$ cat config.mk
export PLATFORM = sky130hd
export DESIGN_NAME = axis_peak_select
export DESIGN_NICKNAME = d
export VERILOG_FILES = /design/src/rtl/axis_peak_select.sv
export SDC_FILE = /design/constraint.sdc
export NUM_CORES = 1
export LEC_CHECK = 0
export BUFFER_PORTS_ARGS = -buffer_cell sky130_fd_sc_hd__buf_2
export CORE_ASPECT_RATIO = 0.8
export CORE_MARGIN = 5
export CORE_UTILIZATION = 50
export CTS_CLUSTER_DIAMETER = 80
export DETAILED_ROUTE_END_ITERATION = 8
export MAX_ROUTING_LAYER = met4
export PLACE_DENSITY_LB_ADDON = 0.08
export SLEW_MARGIN = 20
export SYNTH_ARGS = -nofsm -noshare
export SYNTH_HDL_FRONTEND = slang
export SYNTH_SLANG_ARGS = --single-unit
$ cat constraint.sdc
create_clock -name clk -period 7.6 [get_ports clk]
set_input_delay 0.76 -clock clk [delete_from_list [all_inputs] [get_ports clk]]
set_output_delay 0.76 -clock clk [all_outputs]
set_load 0.02 [all_outputs]
$ cat src/rtl/axis_peak_select.sv
// axis_peak_select: scans one s_axis beat of NUM_CHANNELS magnitudes and emits the strongest channel (data, abs, index, peak flag) on m_axis
module axis_peak_select #(
  parameter int NUM_CHANNELS = 4,
  parameter int CHANNEL_WIDTH = 32,
  localparam int ABS_WIDTH = (CHANNEL_WIDTH <= 32) ? 16 : 32,
  localparam int INDEX_WIDTH = (NUM_CHANNELS > 1) ? $clog2(NUM_CHANNELS) : 1,
  localparam int DATA_WIDTH = CHANNEL_WIDTH * NUM_CHANNELS
) (
  input  logic                     clk,
  input  logic                     rst,
  input  logic                     s_axis_tvalid,
  output logic                     s_axis_tready,
  input  logic [DATA_WIDTH-1:0]    s_axis_tdata,
  input  logic [DATA_WIDTH-1:0]    s_axis_tdata_abs,
  input  logic [ABS_WIDTH-1:0]     threshold,
  output logic                     m_axis_tvalid,
  input  logic                     m_axis_tready,
  output logic [CHANNEL_WIDTH-1:0] m_axis_tdata,
  output logic [ABS_WIDTH-1:0]     m_axis_tdata_abs,
  output logic [INDEX_WIDTH-1:0]   m_axis_tindex,
  output logic                     m_axis_tpeak
);
  localparam logic [1:0] IDLE = 2'd0;
  localparam logic [1:0] SCAN = 2'd1;
  localparam logic [1:0] HOLD = 2'd2;
  localparam logic [INDEX_WIDTH-1:0] LAST = INDEX_WIDTH'(NUM_CHANNELS - 1);
  logic [1:0] state;
  logic [DATA_WIDTH-1:0] data_q;
  logic [ABS_WIDTH-1:0] abs_q [NUM_CHANNELS];
  logic [ABS_WIDTH-1:0] thr_q, max_q, cur_abs, nxt_max;
  logic [INDEX_WIDTH-1:0] cnt, best, nxt_best;
  logic gt, last;
  logic unused_abs_hi;
  assign unused_abs_hi = ^s_axis_tdata_abs;
  assign s_axis_tready = (state == IDLE) & ~rst;
  always_comb begin
    cur_abs = abs_q[cnt];
    gt = cur_abs > max_q;
    nxt_max = gt ? cur_abs : max_q;
    nxt_best = gt ? cnt : best;
    last = cnt == LAST;
  end
  always_ff @(posedge clk) begin
    if (rst) begin
      state <= IDLE;
      m_axis_tvalid <= 1'b0;
      m_axis_tdata <= '0;
      m_axis_tdata_abs <= '0;
      m_axis_tindex <= '0;
      m_axis_tpeak <= 1'b0;
      max_q <= '0;
      best <= '0;
      cnt <= '0;
    end else if (state == IDLE && s_axis_tvalid) begin
      data_q <= s_axis_tdata;
      for (int n = 0; n < NUM_CHANNELS; n++) abs_q[n] <= s_axis_tdata_abs[n*CHANNEL_WIDTH +: ABS_WIDTH];
      thr_q <= threshold;
      max_q <= '0;
      best <= '0;
      cnt <= '0;
      state <= SCAN;
    end else if (state == SCAN) begin
      max_q <= nxt_max;
      best <= nxt_best;
      if (last) begin
        m_axis_tdata <= data_q[nxt_best*CHANNEL_WIDTH +: CHANNEL_WIDTH];
        m_axis_tdata_abs <= nxt_max;
        m_axis_tindex <= nxt_best;
        m_axis_tpeak <= nxt_max >= thr_q;
        m_axis_tvalid <= 1'b1;
        state <= HOLD;
      end else
        cnt <= cnt + 1'b1;
    end else if (state == HOLD && m_axis_tready) begin
      m_axis_tvalid <= 1'b0;
      state <= IDLE;
    end
  end
endmodule

* Word level (Yosys, flattened, before mapping)
Memories as Yosys holds them, arrays and structs flattened. A register that Yosys moved wholly into a read port is not among the register bits.
Cells that the tools add are included.
** Word-level totals
- Flip-flop bits (word level) :: 218
- Memories kept :: 1
- Word-level logic and storage cells :: 52
- Bits in writable memories :: 64
- Input bits :: 276
- Output and inout port bits :: 53
** Cells by class
- Mux-type cells :: 14
- Shift-type cells :: 1
- Equal/unequal tests :: 5
- Reductions and logical operators :: 12
- Bitwise operators :: 4
- $lt $le $gt $ge :: 2
- $add $sub $neg :: 1
** Memories
- abs_q :: depth 4, bits a word 16, rd ports 1, clocked after memory_dff 1, wr ports 4, line 29 : logic [ABS_WIDTH-1:0] abs_q [NUM_CHANNELS];
** Operators with widths (number)
- $shiftx 128x8->32 :: 1
- $ge 16x16->1 :: 1
- $gt 16x16->1 :: 1
- $mux 16 :: 1
- $mux 2 :: 6
- $reduce_and 2->1 :: 4
- $mux 1 :: 7
- $reduce_and 3->1 :: 2
- $eq 2x2->1 const B :: 2
- $ne 3x3->1 const B :: 1
- $not 1->1 :: 3
- $reduce_bool 3->1 :: 1
- $add 2x1->2 const B :: 1
- $eq 2x1->1 const B :: 1
- $logic_and 1x1->1 :: 2
- $logic_not 2->1 :: 1
- $ne 2x2->1 const B :: 1
- $reduce_bool 2->1 :: 1
- $reduce_or 2->1 :: 1
- $and 1x1->1 :: 1

* Depth between registers and ports, before layout
- Word-level depth :: 5
- Mapped depth :: 21

* Worst setup path before layout
Ideal clock, no wire load.
- Path kind :: input-to-reg
- From :: input rst
- To :: memory abs_q[0][0] in the netlist's numbering, enable pin
- Cell stages on the path :: 3
- Slack :: 0.749 ns
- Data arrival time :: 6.257 ns
- Path through :: clkbuf_1 > nor3_1 > and2_1
** RTL lines
- start, declared :: line 10 : input logic rst,
- end, declared :: line 29

==> summary.txt <==
status = finished clean
IO Port Bufs = 264
Synth area leader = edfxtp_1
max-cap viol count = 0
hold slack = 0.390 ns
worst setup margin = 2.72 ns
Final Hold Fails = 0
post-synth top area share = 57.0%
CTS root buffer = clkbuf_16
largest stage delay on the critical path = 0.87 ns
DR DRC count = 0
CORE AREA = 0.0216 sq mm
1st-pass router iterations = 6
period utilisation layout = 64.2%
die width = 176 um
Setup CP Type = reg2reg
largest net degree at the start of global routing = 207
yosys synthesis warning count = 0
post-synthesis sequential area ratio = 70.9%
CP arrival = 5.27 ns
detail-routed via count per cell = 5.08
Post-DRT Antenna Nets = 0
first-pass GRT wire length = 35.5 mm
PostCTS Resize Cnt = 0
post-layout util = 62.9%
Worst Hold Launch = s_axis_tdata[13]
worst-case reg-to-reg path depth = 16
CP Cell Sequence = mux4_2, ha_1, nand4_2, nor3_2, a21oi_1, a22oi_2, buf_4, mux2i_1, inv_1, ha_1, a21o_1, a21o_1, a21oi_1, o211ai_1, nand4_1, a211oi_1
vias in the first global route = 6492
Hold Path Stages = 1
Yosys reg bits = 284
clk sinks = 284
Worst Max-Slew Pin Slew = 1.23 ns
CTS buffer count = 28
CTS tree = built
static leakage = 5.84 nW
final setup vio count = 0
routability cong. = 0.755
Avg Inst Size Synth = 15.5 sq um
layout overhead on the synthesized area = 23.8%
pre-CTS setup slack = 2.69 ns
FP Rows = 48
total setup buffers inserted after CTS = 0
library cells used by synthesis = 34
Top delay family on crit path = compound AO/OA/AOI/OAI gates
Initial Utilization = 50.8%
Peak supply drop = 0.210 mV
non-filler instance count after layout = 1282
die area = 0.0250 sq mm
final wirelength = 23.5 mm
max-slew violations = 0
fmax = 205 MHz
CP required = 7.99 ns
cell total after placement = 1222
maximum root-to-sink buffer count = 3
layout cells sized above 1 = 34.0%
setup TNS = 0 ns
main area contributors after synthesis = edfxtp_1 57%, dfxtp_1 14%, mux2i_1 7.6%, ha_1 3.8%, mux4_2 3.3%
Worst Skew = 0.0167 ns
Mapped Nets = 1017
global route total overflow = 0
CP Capture Type = flip-flop
Cell Pwr Density = 261 mW/mm^2
total track usage = 18.7%
slowest CP cell = dfxtp_1
Worst R2R End = m_axis_tpeak
Top Ports = 329
H-tree depth = 1
Clk Latency, worst-skew pair = 0.54 ns
FF-to-FF setup slack = 2.72 ns
drt initial violations = 395
Layout fillers = 1655
Vias = 6518
clk slew on worst S/H paths = 0.06 ns
Relative slew margins = 18.2%
antenna violations before repair = 7
RSZ-0062 raised after global routing = false
Final Critical Period = 4.88 ns
Mapped Area = 0.0110 sq mm
CP max FO = 16
HP Class = in2reg
CP bufs+invs = 2
crit start category = flip-flop
Final nets = 1286
WL/cell = 18.3 um
Hold Buf Count CTS = 0
hold worst-path end = data_q[13]
Post-Synthesis Cells = 708
Die H = 142 um
hpwl dp = 16.0 mm
CP Depth = 16
## cells in the mapped netlist
master,number
nor3_2,1
nor4_1,1
buf_1,1
o221ai_1,32
a21o_1,8
mux2i_1,83
a2111oi_0,1
clkbuf_1,23
o21ai_0,5
a41o_1,1
dfxtp_1,76
ha_1,33
xnor2_1,1
o211ai_1,1
a21oi_1,12
buf_6,5
a211oi_1,36
a22oi_1,1
nand4_2,1
nand4_1,4
and3_1,1
nor3_1,4
edfxtp_1,208
nand2b_1,3
inv_1,48
o21a_1,1
and2_1,2
nand2_1,42
nor2_1,46
buf_4,1
mux2i_2,1
nor2b_1,4
mux4_2,16
buf_2,5
## cells in the final DEF, fill, tap and decap left out, types with 5 or more instances in the layout
cell type,n
diode_2,8
clkbuf_16,28
a211oi_1,36
clkbuf_1,5
mux4_2,16
nor2_1,45
ha_1,33
clkinv_2,5
o221ai_1,32
a21oi_1,12
buf_2,264
o21ai_0,5
nand2_1,42
edfxtp_1,208
inv_1,48
bufinv_16,6
buf_4,8
a21o_1,8
mux2i_1,83
dfxtp_1,76
## logic make-up after synthesis
group	synth area share, %
AO/OA/AOI/OAI	6.73
XOR/XNOR	0.0800
adder cells (fa/ha/maj)	3.77
buffers and inverters	3.28
flip-flops	70.9
multiplexers	11.0
AND/OR/NAND/NOR	4.26
## worst max path at each step
| stage | end | from |
|---|---|---|
| final | m_axis_tpeak | flip-flop |
| after global routing | m_axis_tpeak | flip-flop |
| after CTS | m_axis_tpeak | flip-flop |
| after detailed placement | m_axis_tpeak | flip-flop |
| after global placement | m_axis_tpeak | flip-flop |
| after floorplan | abs_q[0][0] | rst |
## layout make-up
class                           count  area (sq um)  share of cell area, %
Inverter                           48           180                   1.33
Antenna cell                        8          20.0                  0.148
Clock inverter                     19           260                   1.92
Tap cell                          275           344                   2.54
Timing Repair Buffer              274          1420                   10.5
Multi-Input combinational cell    341          2850                   21.0
Clock buffer                       33           719                   5.30
Sequential cell                   284          7770                   57.3
## power breakdown
part / internal, W / leakage (nW) / switching [W]
clock: 0.000882 / 0.473 / 0.000575
combinational: 0.000144 / 2.83 / 0.000182
sequential: 0.00174 / 2.54 / 0.0000199
total: 0.00276 / 5.84 / 0.000776
## state kept, by name, indices dropped and copies added (netlist names), 2 cells and up, named ones only
name / count
max_q: 16
thr_q: 16
abs_q: 64
m_axis_tindex: 2
m_axis_tdata_abs: 16
m_axis_tdata: 32
state: 2
cnt: 2
best: 2
data_q: 128
## through the flow
step | total power [W] | cell area, sq um
2_1_floorplan | 0.00201 | 11000
3_3_place_gp | 0.00211 | 12600
4_1_cts | 0.00358 | 13500
5_1_grt | 0.00369 | 13600
6_report | 0.00354 | 13600
3_5_place_dp | 0.00212 | 12600
## metal layers
layer,vias up,wire length (um),track usage (%)
li1,3233,-,-
met1,3034,11200,27.8
met2,216,9830,26.0
met3,35,1880,4.52
met4,0,564,4.84
met5,-,0,-
(Power assumes the default switching activity.)
